[src/rtl/exp_update_pipe.sv]
`default_nettype none
// ============================================================================
// Module      : exp_update_pipe
// Description : Two-stage exponent-update pipeline for the FP multiplier.
//               Stage 1 forms the biased product exponent ex+ey-BIAS.
//               Stage 2 applies the LZA left-shift and the normalise/round
//               carries, then classifies the result as overflow (infinity),
//               underflow (denormal shift or flush-to-zero) or normal.
//               Valid/ready handshake, 2-cycle latency, full throughput.
// Ports       : clk, rst_n        clock / async active-low reset
//               flush             synchronous clear of in-flight operations
//               in_valid/in_ready input handshake
//               ex, ey            biased operand exponents
//               lza_shift         normaliser left-shift amount
//               ovf, ovf_rnd      mantissa overflow / rounding carry (+1 each)
//               in_tag/out_tag    sideband carried with the operation
//               out_valid/out_ready output handshake
//               ez                biased result exponent
//               mant_rshift       denormalising right-shift (underflow only)
//               ovf_flag, unf_flag, flush_zero  result classification
// Revision    : 1.0 - initial release
// ============================================================================
module exp_update_pipe #(
    parameter int EXP_W   = 8,
    parameter int SHIFT_W = 5,
    parameter int BIAS    = 127,
    parameter int TAG_W   = 4
) (
    input  logic               clk,
    input  logic               rst_n,
    input  logic               flush,
    input  logic               in_valid,
    output logic               in_ready,
    input  logic [EXP_W-1:0]   ex,
    input  logic [EXP_W-1:0]   ey,
    input  logic [SHIFT_W-1:0] lza_shift,
    input  logic               ovf,
    input  logic               ovf_rnd,
    input  logic [TAG_W-1:0]   in_tag,
    output logic               out_valid,
    input  logic               out_ready,
    output logic [EXP_W-1:0]   ez,
    output logic [SHIFT_W-1:0] mant_rshift,
    output logic               ovf_flag,
    output logic               unf_flag,
    output logic               flush_zero,
    output logic [TAG_W-1:0]   out_tag
);

    // Two guard bits: one for the ex+ey carry, one for the sign.
    localparam int IW = EXP_W + 2;

    localparam logic signed [IW-1:0] C_BIAS   = IW'(BIAS);
    localparam logic signed [IW-1:0] C_EMAX   = IW'(2**EXP_W - 1);
    localparam logic signed [IW-1:0] C_ONE    = IW'(1);
    localparam logic signed [IW-1:0] C_RS_MAX = IW'(2**SHIFT_W - 1);

    // Stage 1 registers
    logic                     v1_q;
    logic signed [IW-1:0]     e1_q;
    logic [SHIFT_W-1:0]       sh1_q;
    logic                     ovf1_q;
    logic                     rnd1_q;
    logic [TAG_W-1:0]         tag1_q;

    // Output stage registers
    logic                     v2_q;
    logic [EXP_W-1:0]         ez_q;
    logic [SHIFT_W-1:0]       rshift_q;
    logic                     ovf_flag_q;
    logic                     unf_flag_q;
    logic                     fz_q;
    logic [TAG_W-1:0]         tag2_q;

    // Handshake
    logic w_en1;
    logic w_en2;
    logic w_accept;
    logic w_ld2;

    assign w_en2    = ~v2_q | out_ready;
    assign w_en1    = ~v1_q | w_en2;
    assign in_ready = w_en1 & ~flush;
    assign w_accept = in_valid & in_ready;
    // Output data registers are frozen while flushing.
    assign w_ld2    = w_en2 & v1_q & ~flush;

    // Arithmetic
    logic signed [IW-1:0] w_e1;
    logic signed [IW-1:0] w_e2;
    logic signed [IW-1:0] w_d;

    assign w_e1 = $signed({2'b00, ex}) + $signed({2'b00, ey}) - C_BIAS;
    assign w_e2 = e1_q
                - $signed({{(IW-SHIFT_W){1'b0}}, sh1_q})
                + $signed({{(IW-1){1'b0}}, ovf1_q})
                + $signed({{(IW-1){1'b0}}, rnd1_q});
    assign w_d  = C_ONE - w_e2;

    // Classification (next-state of output stage)
    logic [EXP_W-1:0]   ez_d;
    logic [SHIFT_W-1:0] rshift_d;
    logic               ovf_flag_d;
    logic               unf_flag_d;
    logic               fz_d;

    always_comb begin
        ez_d       = '0;
        rshift_d   = '0;
        ovf_flag_d = 1'b0;
        unf_flag_d = 1'b0;
        fz_d       = 1'b0;
        if (w_e2 >= C_EMAX) begin
            ez_d       = '1;
            ovf_flag_d = 1'b1;
        end else if (w_e2 <= $signed(IW'(0))) begin
            // Zero or negative exponent: denormalise by 1 - e2.
            unf_flag_d = 1'b1;
            if (w_d <= C_RS_MAX) begin
                rshift_d = w_d[SHIFT_W-1:0];
            end else begin
                rshift_d = '1;
                fz_d     = 1'b1;
            end
        end else begin
            ez_d = w_e2[EXP_W-1:0];
        end
    end

    always_ff @(posedge clk or negedge rst_n) begin
        if (!rst_n) begin
            v1_q       <= 1'b0;
            e1_q       <= '0;
            sh1_q      <= '0;
            ovf1_q     <= 1'b0;
            rnd1_q     <= 1'b0;
            tag1_q     <= '0;
            v2_q       <= 1'b0;
            ez_q       <= '0;
            rshift_q   <= '0;
            ovf_flag_q <= 1'b0;
            unf_flag_q <= 1'b0;
            fz_q       <= 1'b0;
            tag2_q     <= '0;
        end else begin
            if (flush) begin
                v1_q <= 1'b0;
                v2_q <= 1'b0;
            end else begin
                if (w_en1) v1_q <= w_accept;
                if (w_en2) v2_q <= v1_q;
            end
            if (w_accept) begin
                e1_q   <= w_e1;
                sh1_q  <= lza_shift;
                ovf1_q <= ovf;
                rnd1_q <= ovf_rnd;
                tag1_q <= in_tag;
            end
            if (w_ld2) begin
                ez_q       <= ez_d;
                rshift_q   <= rshift_d;
                ovf_flag_q <= ovf_flag_d;
                unf_flag_q <= unf_flag_d;
                fz_q       <= fz_d;
                tag2_q     <= tag1_q;
            end
        end
    end

    assign out_valid   = v2_q;
    assign ez          = ez_q;
    assign mant_rshift = rshift_q;
    assign ovf_flag    = ovf_flag_q;
    assign unf_flag    = unf_flag_q;
    assign flush_zero  = fz_q;
    assign out_tag     = tag2_q;

endmodule
`default_nettype wire
[config.mk]
export PLATFORM = sky130hd
export DESIGN_NAME = exp_update_pipe
export DESIGN_NICKNAME = d
export VERILOG_FILES = /design/src/rtl/exp_update_pipe.sv
export SDC_FILE = /design/constraint.sdc
export NUM_CORES = 1
export LEC_CHECK = 0
export CAP_MARGIN = 20
export CELL_PAD_IN_SITES_DETAIL_PLACEMENT = 1
export CELL_PAD_IN_SITES_GLOBAL_PLACEMENT = 1
export CORE_MARGIN = 4
export CORE_UTILIZATION = 38
export CTS_BUF_LIST = sky130_fd_sc_hd__clkbuf_8
export CTS_CLUSTER_SIZE = 10
export DETAILED_ROUTE_END_ITERATION = 12
export PLACE_DENSITY_LB_ADDON = 0.1
export SLEW_MARGIN = 0
export SYNTH_ARGS = -nofsm -noshare
export SYNTH_HDL_FRONTEND = slang
export SYNTH_SLANG_ARGS = --single-unit
[constraint.sdc]
create_clock -name clk -period 3.25 [get_ports clk]
set_input_delay 0.65 -clock clk [delete_from_list [all_inputs] [get_ports clk]]
set_output_delay 0.65 -clock clk [all_outputs]
set_load 0.03 [all_outputs]
==> flow_summary.json, run 1 <==
{
  "avgViaCountPerCell": 5.13,
  "cts.sinks": 43,
  "synth_cell_types": 52,
  "violations": "negative setup slack",
  "core-area_sq_um": 6910,
  "async_flop_share_pct": 100,
  "syn_nets": 329,
  "synth_top_area_share_pct": 39.1,
  "fmax_ghz": 0.297,
  "setup_ws_ps": -115,
  "cts_tree": "built",
  "hold_viol": 0,
  "layout_commonest_cell": "clkdlybuf4s50_1",
  "cts_buffer_depth": 2,
  "portBuffers": 53,
  "clockPowerShare_pct": 9.8,
  "rows": 30,
  "nNetsFinal": 406,
  "first_global_vias": 2347,
  "post-place-ws_ps": -154,
  "grt_pass1_wl_um": 11400,
  "yosysWarningCount": 0,
  "cts.clk_slew.worst_paths_ps": 80,
  "netlist_top_cells_area": "dfrtp_1 (39%), ha_1 (13%), mux2_2 (5.3%)",
  "dieArea_sq_um": 8670,
  "power.internal_mw": 1.87,
  "insertion_delay_ps": 290,
  "fin_util_pct": 55.1,
  "die_h_um": 93.1,
  "hold_path_class": "input pin to async pin",
  "crit_fanout": 6,
  "setup_viol": 13,
  "ys_ff_latch": 43,
  "period_share_pct": 104,
  "relSlewSlack_pct": 67.4,
  "met2_usage_pct": 27.7,
  "top_usage_layer": "met2",
  "gp_congestion": 0.861,
  "dpl_cell_area_sq_um": 3510,
  "p_sw_share_pct": 44.6,
  "grt_max_degree": 44,
  "drcViolationCount": 0,
  "mostFrequentLayoutCells": "clkdlybuf4s50_1 (52), dfrtp_1 (43), nand2_1 (30)",
  "grt.total_usage_pct": 16.5,
  "syn_avg_cell_area_sq_um": 10.4,
  "comb_power_share_pct": 66.3,
  "cp_cell_sequence": "ha_4 > fa_2 > fa_2 > nand2b_4 > a211oi_4 > buf_6 > buf_6 > nor3_2 > o22ai_2 > nor3b_2 > xnor2_2 > nor4_4 > a221o_1",
  "wl_per_cell_um": 15.4,
  "seq_area_frac_synth_pct": 39.1,
  "met3_usage_pct": 2.82,
  "yosys.area.top_type": "dfrtp_1",
  "cp_slowest_cell": "nor4_4",
  "synth_area_sq_um": 2750,
  "power_density_nw_per_um2": 885,
  "seqPwrFrac_pct": 23.9,
  "root_buffer": "clkbuf_8",
  "fp.dieW_um": 93.1,
  "timing.hold.ws_ps": 260,
  "vias": 2251,
  "cp_data_arrival_time_ps": 3600,
  "cp-end-kind": "flop",
  "final_area_sq_um": 3810,
  "synth_ff_type": "dfrtp_1",
  "slowest_delay_ps": 450,
  "numCtsBuffers": 5,
  "rsz0062_at_grt": "yes",
  "wirelength_um": 6780,
  "first_pass_iters": 4,
  "ios": 54,
  "dp_hpwl_um": 5170,
  "htreeDepth": 2,
  "p_sw_mw": 1.50,
  "drtAntennaViolNets": 0,
  "antenna_found_initial": 0,
  "tightest_slew_ps": 487,
  "p_leak_nw": 1.74,
  "crit_type": "flop to flop",
  "max_cap_viol_count": 0,
  "status": "finished with violations",
  "finalCriticalPeriod_ps": 3360,
  "ir_worst_vdd_v": 0.000266,
  "synth-edff-count": 0,
  "drv_slew": 0,
  "drive_above_1_share_pct": 23.0,
  "diodes": 0,
  "worstPathRequired_ps": 3490,
  "netlist_instances": 265,
  "initial_core_util_pct": 39.9,
  "finalPower_mw": 3.37,
  "drt_iter0_drc": 49,
  "use_met1_pct": 21.6,
  "syn_to_final_growth_pct": 38.3,
  "grt_overflow": 0,
  "fin_skew_ps": 6.05,
  "start_kind": "flop"
}
[stage by stage]
step                      setup TNS [ps]  std cells
final                               -925        439
after CTS                          -90.8        434
after global placement              -254        422
after detailed placement            -792        422
after floorplan                        0        265
after global routing               -2620        439
[flip-flops by register name (all words and copies together), names as in the netlist, 4 cells and up]
name and cells:
mant_rshift 5, e1_q 10, ez 8, tag1_q 4, sh1_q 5, out_tag 4
[worst max-delay path, delay by kind of cell (launching register included)]
family	cells	cell delay, ps
xor+xnor	1	160
simple gates	4	770
fa+ha+maj	3	970
buf+inv	2	230
compound gates	3	760
flops	1	410
[per-layer routing]
metal	part of all wire, %	wire (um)
met1	44	3010
met2	51	3440
met3	2.8	193
met4	2.0	135
met5	0	0
[worst paths after layout]
path | startpoint | end | slack (ps) | cells after the start
worst max-delay path | sh1_q[0]$_DFFE_PN0P_ | mant_rshift[3]$_DFFE_PN0P_ | -110 | 13
worst min-delay path | rst_n | ez[6]$_DFFE_PN0P_ | 260 | 1
worst max register to register | sh1_q[0]$_DFFE_PN0P_ | mant_rshift[3]$_DFFE_PN0P_ | -110 | 13
worst min register to register | tag1_q[0]$_DFFE_PN0P_ | out_tag[0]$_DFFE_PN0P_ | 470 | 2
max in group asynchronous | rst_n | rnd1_q$_DFFE_PN0P_ | 2510 | 2
min in group clk | tag1_q[0]$_DFFE_PN0P_ | out_tag[0]$_DFFE_PN0P_ | 470 | 2
[repair_timing]
action / in CTS / in global routing
resized for setup: 4 / 16
endpoints found under the setup margin: 6 / 14
hold buffers: 0 / 0
setup buffers: 5 / 4
pin swaps: 5 / 9
[cell families after synthesis]
| family | Yosys count | synth area share (%) |
|---|---|---|
| mux | 13 | 5.32 |
| xor+xnor | 14 | 4.73 |
| simple gates | 67 | 12.9 |
| flops | 43 | 39.1 |
| fa+ha+maj | 32 | 15.4 |
| compound gates | 63 | 17.8 |
| buf+inv | 33 | 4.82 |
[cell type report]
| type | count | area (sq um) |
|---|---|---|
| Fill cell | 784 | 3100 |
| Inverter | 26 | 97.6 |
| Timing Repair Buffer | 77 | 733 |
| Clock buffer | 5 | 68.8 |
| Multi-Input combinational cell | 189 | 1700 |
| Clock inverter | 3 | 16.3 |
| Tap cell | 96 | 120 |
| Sequential cell | 43 | 1080 |
[power by group through the flow]
| stage | logic [mW] | clock network, mW | registers, mW |
|---|---|---|---|
| after floorplan | 1.07 | 0 | 1.00 |
| after global placement | 1.91 | 0 | 0.803 |
| after detailed placement | 1.94 | 0 | 0.810 |
| after CTS | 2.04 | 0.348 | 0.802 |
| after global routing | 2.43 | 0.372 | 0.827 |
| final | 2.23 | 0.332 | 0.804 |
[synth_stat cells (2+ instances only)]
master    instances
a221o_1           4
a21o_1            5
or3_1             2
ha_1             29
nor2_1           15
nor3b_1           2
xor2_1            4
o22ai_1           2
dfrtp_1          43
xnor2_1           9
mux2_2           13
a211oi_2          2
nand2_1          30
inv_1            26
a21oi_1          12
o21bai_1          2
o221a_2           7
o21a_1            3
clkbuf_1          5
fa_1              3
nor2b_1           3
nand2b_1          3
a211oi_1          2
o21ai_1           2
o21ai_0          10
No activity file was read; power rests on OpenSTA's default activity.
==> inputs of run 2 (changes only) <==
Settings changed: CELL_PAD_IN_SITES_DETAIL_PLACEMENT 1 to not set, CELL_PAD_IN_SITES_GLOBAL_PLACEMENT 1 to not set, CORE_UTILIZATION 38 to 49, PLACE_DENSITY set to 0.79, PLACE_DENSITY_LB_ADDON 0.1 to not set.
==> run 2 against run 1 <==
The run still ends with negative setup slack left. Utilization is 14 points higher. Non-clock buffer count decreased by 9. Flip-flop and latch count is the same. First-iteration DRC count up 16%. Critical path depth unchanged. Sequential share of layout area rose by 0.38 points. Via count decreased by 4.2%. Die area decreased by 21%. Total power grew 3.7%. Clock-buffer cell count stayed put. Sequential power shrank 2%. Critical endpoint is now mant_rshift[4]$_DFFE_PN0P_.
==> flow_summary.json, run 2 (synthesized netlist as in run 1, its figures left out) <==
{
  "drcViolationCount": 0,
  "post-place-ws_ps": -87.7,
  "worstReg2RegStart": "ovf1_q$_DFFE_PN0P_",
  "numCtsBuffers": 5,
  "drive_above_1_share_pct": 22.5,
  "mostFrequentLayoutCells": "clkdlybuf4s50_1 (52), dfrtp_1 (43), nand2_1 (28), ha_1 (28), inv_1 (26)",
  "grt_pass1_wl_um": 9430,
  "cts.sinks": 43,
  "gp_congestion": 0.856,
  "tightest_slew_ps": 921,
  "seq_area_sq_um": 1080,
  "crit_fanout": 6,
  "layout_commonest_cell": "clkdlybuf4s50_1",
  "drv_slew": 0,
  "hold_viol": 0,
  "finalCriticalPeriod_ps": 3280,
  "rrSetupSlack_ps": -30,
  "tns_ps": -67.7,
  "dp_hpwl_um": 4380,
  "fin_util_pct": 68.7,
  "cts_tree": "built",
  "period_share_pct": 101,
  "dieArea_sq_um": 6880,
  "initial_core_util_pct": 50.3,
  "endpoint": "mant_rshift[4]$_DFFE_PN0P_",
  "grt_max_degree": 44,
  "setup_viol": 5,
  "first_pass_iters": 4,
  "start_kind": "flop",
  "max_cap_viol_count": 0,
  "setup_ws_ps": -28.7,
  "cts_hold_buf": 0,
  "htreeDepth": 2,
  "fmax_ghz": 0.305,
  "r2r-end": "mant_rshift[4]$_DFFE_PN0P_",
  "vias": 2157,
  "timing.hold.ws_ps": 468,
  "relSlewSlack_pct": 38.6,
  "portBuffers": 53,
  "fin_skew_ps": 5.68,
  "die_h_um": 83.0,
  "antenna_found_initial": 0,
  "worstPathRequired_ps": 3430,
  "critPathLaunch": "ovf1_q$_DFFE_PN0P_",
  "largest_register": "e1_q",
  "ios": 54,
  "grt.total_usage_pct": 16.3,
  "multi_input_area_sq_um": 1720,
  "wl_per_cell_um": 14.0,
  "status": "finished with violations",
  "rows": 27,
  "cp-end-kind": "flop",
  "cp_data_arrival_time_ps": 3460,
  "first_global_vias": 2166,
  "grt_overflow": 0,
  "power_density_nw_per_um2": 930,
  "cts_buffer_depth": 2,
  "p_leak_nw": 1.71,
  "drt_iter0_drc": 57,
  "root_buffer": "clkbuf_8",
  "crit_type": "flop to flop",
  "finalPower_mw": 3.49,
  "insertion_delay_ps": 290,
  "fill_cells": 432,
  "avgViaCountPerCell": 5.31,
  "rsz0062_at_grt": "yes",
  "wirelength_um": 5680,
  "ir_worst_vdd_v": 0.000569,
  "worst-r2r-cell-count": 13,
  "drtAntennaViolNets": 0,
  "core-area_sq_um": 5470,
  "fp.dieW_um": 83.0,
  "hold_path_class": "flop to flop",
  "syn_to_final_growth_pct": 36.5,
  "largest_register_ffs": 10,
  "cts.clk_slew.worst_paths_ps": 80,
  "violations": "negative setup slack",
  "nNetsFinal": 397,
  "diodes": 0
}
run 2: cell count changes in the layout (fill, tap and decap cells not counted), moves of 2 or more:
cell / previous run / this run
o221a_2: 4 / 7
o221a_4: 3 / 0
nand2_2: 0 / 2
buf_4: 19 / 14
or3_4: 0 / 2
bufinv_16: 0 / 2
buf_6: 4 / 1
or3_1: 2 / 0
nand2_1: 30 / 28
run 2: cell type report:
type	instances	share of cell area, %
inverter	26	2.60
tap	72	2.40
clock inverter	3	1.70
sequential	43	28.6
clock buffer	5	1.83
timing repair buffer	68	17.1
multi-input combinational	189	45.8
run 2: worst min-delay path by stage:
stage / from / endpoint / slack, ps / cells past startpoint
after detailed placement: tag1_q[0]$_DFFE_PN0P_ / out_tag[0]$_DFFE_PN0P_ / 450 / 2
after global placement: tag1_q[0]$_DFFE_PN0P_ / out_tag[0]$_DFFE_PN0P_ / 440 / 2
after global routing: tag1_q[0]$_DFFE_PN0P_ / out_tag[0]$_DFFE_PN0P_ / 500 / 2
after floorplan: rst_n / e1_q[0]$_DFFE_PN0P_ / 350 / 0
after CTS: tag1_q[2]$_DFFE_PN0P_ / out_tag[2]$_DFFE_PN0P_ / 470 / 2
final: tag1_q[0]$_DFFE_PN0P_ / out_tag[0]$_DFFE_PN0P_ / 470 / 2
run 2: repair_timing:
action | CTS | global route
hold endpoints to repair | 0 | 0
endpoints found under the setup margin | 6 | 15
gates cloned | 0 | 0
gates resized for setup | 8 | 15
pin swaps | 7 | 4
setup buffers | 1 | 1
run 2: power breakdown:
part	leakage, nW	switching [mW]	internal (mW)
combinational	1.12	1.23	1.00
sequential	0.523	0.0946	0.695
clock	0.0695	0.174	0.304
total	1.71	1.49	2.00
run 2: critical path: stages (launching register included):
cell	delay [ps]
dfrtp_1	410
inv_2	70
ha_4	190
fa_2	350
fa_2	350
nand2b_4	170
a211oi_4	280
buf_6	140
a31oi_4	110
xnor2_4	200
or3_4	360
a21boi_4	180
nor4_4	80
a211o_1	280
run 2: stage by stage:
stage / area [sq um] / cells
2_1_floorplan: 2780 / 265
3_3_place_gp: 3470 / 396
3_5_place_dp: 3470 / 396
4_1_cts: 3670 / 405
5_1_grt: 3760 / 406
6_report: 3760 / 406
run 2: per-layer routing:
metal / vias up / global-route usage (%) / part of all wire, %
met2: 58 / 29.2 / 50
li1: 1075 / - / -
met5: - / 0 / 0
met1: 1012 / 19.7 / 43
met4: 0 / 4.90 / 1.7
met3: 12 / 3.37 / 4.8
==> edit 1, RTL diff (config.mk and constraints of run 1) <==
Register the output `unf_flag` once more, cleared by the reset; this adds one clock of latency there. The other outputs are not delayed to match.
--- a/src/rtl/exp_update_pipe.sv
+++ b/src/rtl/exp_update_pipe.sv
@@ -172,7 +172,13 @@
     assign ez          = ez_q;
     assign mant_rshift = rshift_q;
     assign ovf_flag    = ovf_flag_q;
-    assign unf_flag    = unf_flag_q;
+    always_ff @(posedge clk or negedge rst_n) begin
+        if (!rst_n) begin
+            unf_flag <= '0;
+        end else begin
+            unf_flag <= unf_flag_q;
+        end
+    end
     assign flush_zero  = fz_q;
     assign out_tag     = tag2_q;
 
Function: changed (Yosys sat finds a counterexample within 4 cycles, from zero or initial values and one cycle with rst_n low).
==> edit 1 against run 1 <==
The flow still finishes with violations (negative setup slack). Synthesized area is 0.91% higher. Power rose by 4.6%. Sequential cell count rose by 1. Sequential power increased by 2%. Combinational power increased by 6%. Final area increased by 1.7%. Setup slack lost 0.064 ns. Routed wire length decreased by 0.90%. Largest power group unchanged.
==> edit 1: results (changes against run 1) <==
[outcome]
outcome = finished, violations left
violations = negative setup slack

[grt]
grt_use_met2 = 0.269  ; -0.00734
met3_usage = 0.0274  ; -0.000805
grt_use_total = 0.157  ; -0.00753
grt_pass1_vias = 2241  ; -4.5%
grt_pass1_wl_mm = 10.9  ; -3.8%
grt_max_degree = 45  ; +2.3%
met1_usage = 0.204  ; -0.0114

[drt]
wl_met1_mm = 3.03  ; +0.53%
dr_wl_met3_um = 216  ; +12%
viasPerCell = 5.08  ; -0.93%
wl_met2_mm = 3.40  ; -1.1%

[layout]
drive_above_1_share = 0.238  ; +0.00722
fin_cells = 437  ; -0.46%
nNetsFinal = 405  ; -0.25%
regMostFlops = e1_q

[placed_design]
hpwl_mm = 5.16  ; -0.10%
placedCellCount = 424  ; +0.47%
gp_congestion = 0.791  ; -8.1%
placed_area_mm2 = 0.00354  ; +0.93%

[synth]
synthTopCellsByCount = dfrtp_1, nand2_1, ha_1
netlist_instances = 266  ; +0.38%
syn_nets = 330  ; +0.30%
synth_compound_area_frac = 0.176  ; -0.00160
synth_adder_area_share = 0.152  ; -0.00138
synth_area_leaders = dfrtp_1, ha_1, mux2_2
ys_seq_area_frac = 0.396  ; +0.00549
muxShareOfSynthArea = 0.0527  ; -0.000479

[timing]
setup_violations = 13  ; unchanged
whs_ns = 0.233  ; -0.0265 ns
fin_skew_ns = 0.0108  ; +0.00480 ns
finalWorstSetupSlack_ns = -0.179  ; -0.0637 ns
slew_headroom = 0.528  ; -0.146

[clocking]
ctsResizeCount = 6  ; +2
cts_setup_buffers = 3  ; -2
insertion_delay_ns = 0.30
clk_pin_slew_ns = 0.09

[setup_path]
cp_slowest_cell = or3_4
crit_end = mant_rshift[0]$_DFFE_PN0P_
worst-endpoint-arrival_ns = 3.61  ; about the same
worst-r2r-cell-count = 14  ; +1
reg2reg_from = ovf1_q$_DFFE_PN0P_
slowest_delay_ns = 0.42  ; -0.03 ns

[power_and_ir_drop]
vdd_ir_drop_max_mv = 0.252  ; -5.4%
power.leakage_uw = 0.00176  ; +1.3%

## edit 1: cell count changes after synthesis, sizes merged
cell | before | now
dfrtp | 43 | 44
## edit 1: where the power goes
part	total [µW]	switching [µW]	internal, µW
Sequential	820	107	714
Clock	330	184	146
Combinational	2370	1290	1090
## edit 1: metrics by stage
| step | setup WS [ns] | TNS [ns] |
|---|---|---|
| floorplan | 0.00951 | 0 |
| global placement | -0.0575 | -0.291 |
| detailed placement | -0.179 | -1.15 |
| CTS | -0.136 | -1.14 |
| global route | -0.304 | -2.88 |
| finish | -0.179 | -0.993 |
## edit 1: final cells by class
| cell class | count | area (µm²) |
|---|---|---|
| tap | 96 | 120 |
| fill | 759 | 3070 |
| clock buffer | 5 | 68.8 |
| multi-input combinational | 189 | 1760 |
| inverter | 26 | 97.6 |
| sequential | 44 | 1100 |
| timing repair buffer | 75 | 711 |
| clock inverter | 2 | 12.5 |
==> edit 2, RTL diff (settings of run 1) <==
Made on the original files. The parameter `BIAS` goes from 127 to 64.
--- a/src/rtl/exp_update_pipe.sv
+++ b/src/rtl/exp_update_pipe.sv
@@ -23,7 +23,7 @@
 module exp_update_pipe #(
     parameter int EXP_W   = 8,
     parameter int SHIFT_W = 5,
-    parameter int BIAS    = 127,
+    parameter int BIAS    = 64,
     parameter int TAG_W   = 4
 ) (
     input  logic               clk,
Formal check against the unedited RTL: not equivalent (a bounded check fails within 4 cycles, from zero or initial values and one cycle with rst_n low).
==> edit 2 against run 1 <==
Power is 6.7% lower. Routed wire length is 6.3% lower. Global-route usage is 0.58 points lower. Synthesized area is 2.2% lower. Via count is 0.76% lower. Critical path type unchanged. Largest cell class unchanged. Final area is 4.5% lower. Setup slack better by 0.16 ns. Sequential cell count stayed put.
==> edit 2: results (changes against run 1) <==
[setup_path]
critPathMaxFanout = 8  ; +2
worst-endpoint-arrival_ns = 3.39  ; -0.21 ns

[power_and_ir_drop]
power_switching_uw = 1350  ; -10%
pg_comb_uw = 1940  ; -13%
power.leakage_uw = 0.00168  ; -3.3%
vdd_ir_drop_max_mv = 0.291  ; +9.1%
clkPwrFrac = 0.134  ; +0.036

[drt]
wl_mm = 6.35  ; -6.3%
drtIter0Drc = 100  ; +100%
avgRoutedWirePerCell_um = 14.5  ; -6.1%
routed-via-count = 2234  ; -0.76%

[synth]
ys_seq_area_frac = 0.400  ; +0.00890
avgSynthCellArea_um2 = 10.0  ; -3.3%
synth_area_leaders = dfrtp_1, ha_1, mux2_2
synthTopCellsByCount = dfrtp_1, nand2_1, ha_1
synth_cell_types = 47  ; -9.6%
async_reset_ff_frac = 1.00  ; unchanged
syn_nets = 332  ; +0.91%

[grt]
met1_usage = 0.203  ; -0.0130
grt_pass1_vias = 2345  ; -0.085%
grt_pass1_wl_mm = 11.0  ; -3.5%
grt_use_total = 0.159  ; -0.00581
met3_usage = 0.0205  ; -0.00765
grt_use_met2 = 0.279  ; +0.00265

[placed_design]
hpwl_mm = 4.83  ; -6.5%
placedCellCount = 425  ; +0.71%
gp_congestion = 0.839  ; -2.5%
dpl_worst_slack_ns = -0.207  ; -0.0523 ns

[timing]
max_slew.worst_pin.slew_ns = 0.951  ; +0.464 ns
fin_skew_ns = 0.0133  ; +0.00723 ns

[layout]
drive_above_1_share = 0.181  ; -0.0490
nNetsFinal = 405  ; -0.25%

[outcome]
outcome = finished clean

[hold_path]
hold_class = reg -> reg

-- edit 2: cell types whose count changed after synthesis, sizes merged, moves of 3 or more --
cell | before | now
nor4b | 3 | 0
or2 | 0 | 3
nand2 | 30 | 34
and3 | 1 | 4
a211oi | 4 | 1
nor2 | 15 | 11
nor3 | 1 | 4
a221o | 4 | 0
a32oi | 0 | 3
-- edit 2: cell type report --
cell class / instances / area, µm²
Clock buffer: 5 / 68.8
Clock inverter: 3 / 43.8
Fill cell: 786 / 3200
Inverter: 27 / 101
Multi-Input combinational cell: 193 / 1570
Sequential cell: 43 / 1080
Tap cell: 96 / 120
Timing Repair Buffer: 71 / 661
-- edit 2: critical path: stages, from the launching register on --
cell and delay (ns):
dfrtp_1 0.39, ha_1 0.31, fa_2 0.36, fa_2 0.38
nor2b_4 0.14, o2111ai_2 0.13, and3_1 0.20, a211o_1 0.32
buf_4 0.17, a41oi_1 0.20, o21ai_2 0.07, buf_4 0.18
o221a_2 0.24
-- edit 2: worst paths after layout --
path / from / slack, ns / end / cells past startpoint
min in group asynchronous: rst_n / 0.49 / e1_q[8]$_DFFE_PN0P_ / 1
max in group asynchronous: rst_n / 2.15 / sh1_q[4]$_DFFE_PN0P_ / 1
setup / recovery: sh1_q[0]$_DFFE_PN0P_ / 0.05 / ez[2]$_DFFE_PN0P_ / 12
hold / removal: tag1_q[1]$_DFFE_PN0P_ / 0.48 / out_tag[1]$_DFFE_PN0P_ / 2
setup reg to reg: sh1_q[0]$_DFFE_PN0P_ / 0.05 / ez[2]$_DFFE_PN0P_ / 12
hold reg to reg: tag1_q[1]$_DFFE_PN0P_ / 0.48 / out_tag[1]$_DFFE_PN0P_ / 2
-- edit 2: cell families after synthesis --
family                   after synthesis  synth area share
multiplexers                          14            0.0585
buffers and inverters                 33            0.0488
AND/OR/NAND/NOR                       71             0.129
flip-flops                            43             0.400
AO/OA/AOI/OAI                         62             0.165
XOR/XNOR                              13            0.0423
adder cells (fa/ha/maj)               32             0.157
-- edit 2: metrics by stage --
stage / instance area (µm²) / TNS [ns] / util / power (µW)
finish: 3640 / 0 / 0.532 / 3140
global route: 3640 / -1.20 / 0.532 / 3410
CTS: 3580 / 0 / 0.524 / 3090
detailed placement: 3410 / -2.26 / 0.500 / 2590
global placement: 3410 / -1.41 / 0.500 / 2560
floorplan: 2690 / 0 / - / 1920
-- edit 2: timing repair --
action,CTS,global route
cloned,1,0
endpoints found under the setup margin,13,16
hold buffers,0,0
gates resized for setup,8,8
buffers inserted,2,2
pin swaps,6,7
-- edit 2: routing by layer --
metal	part of all wire	vias to the layer above	routed length, µm
li1	-	1096	-
met1	0.44	1097	2820
met2	0.51	34	3260
met3	0.031	7	196
met4	0.012	0	76
met5	0	-	0
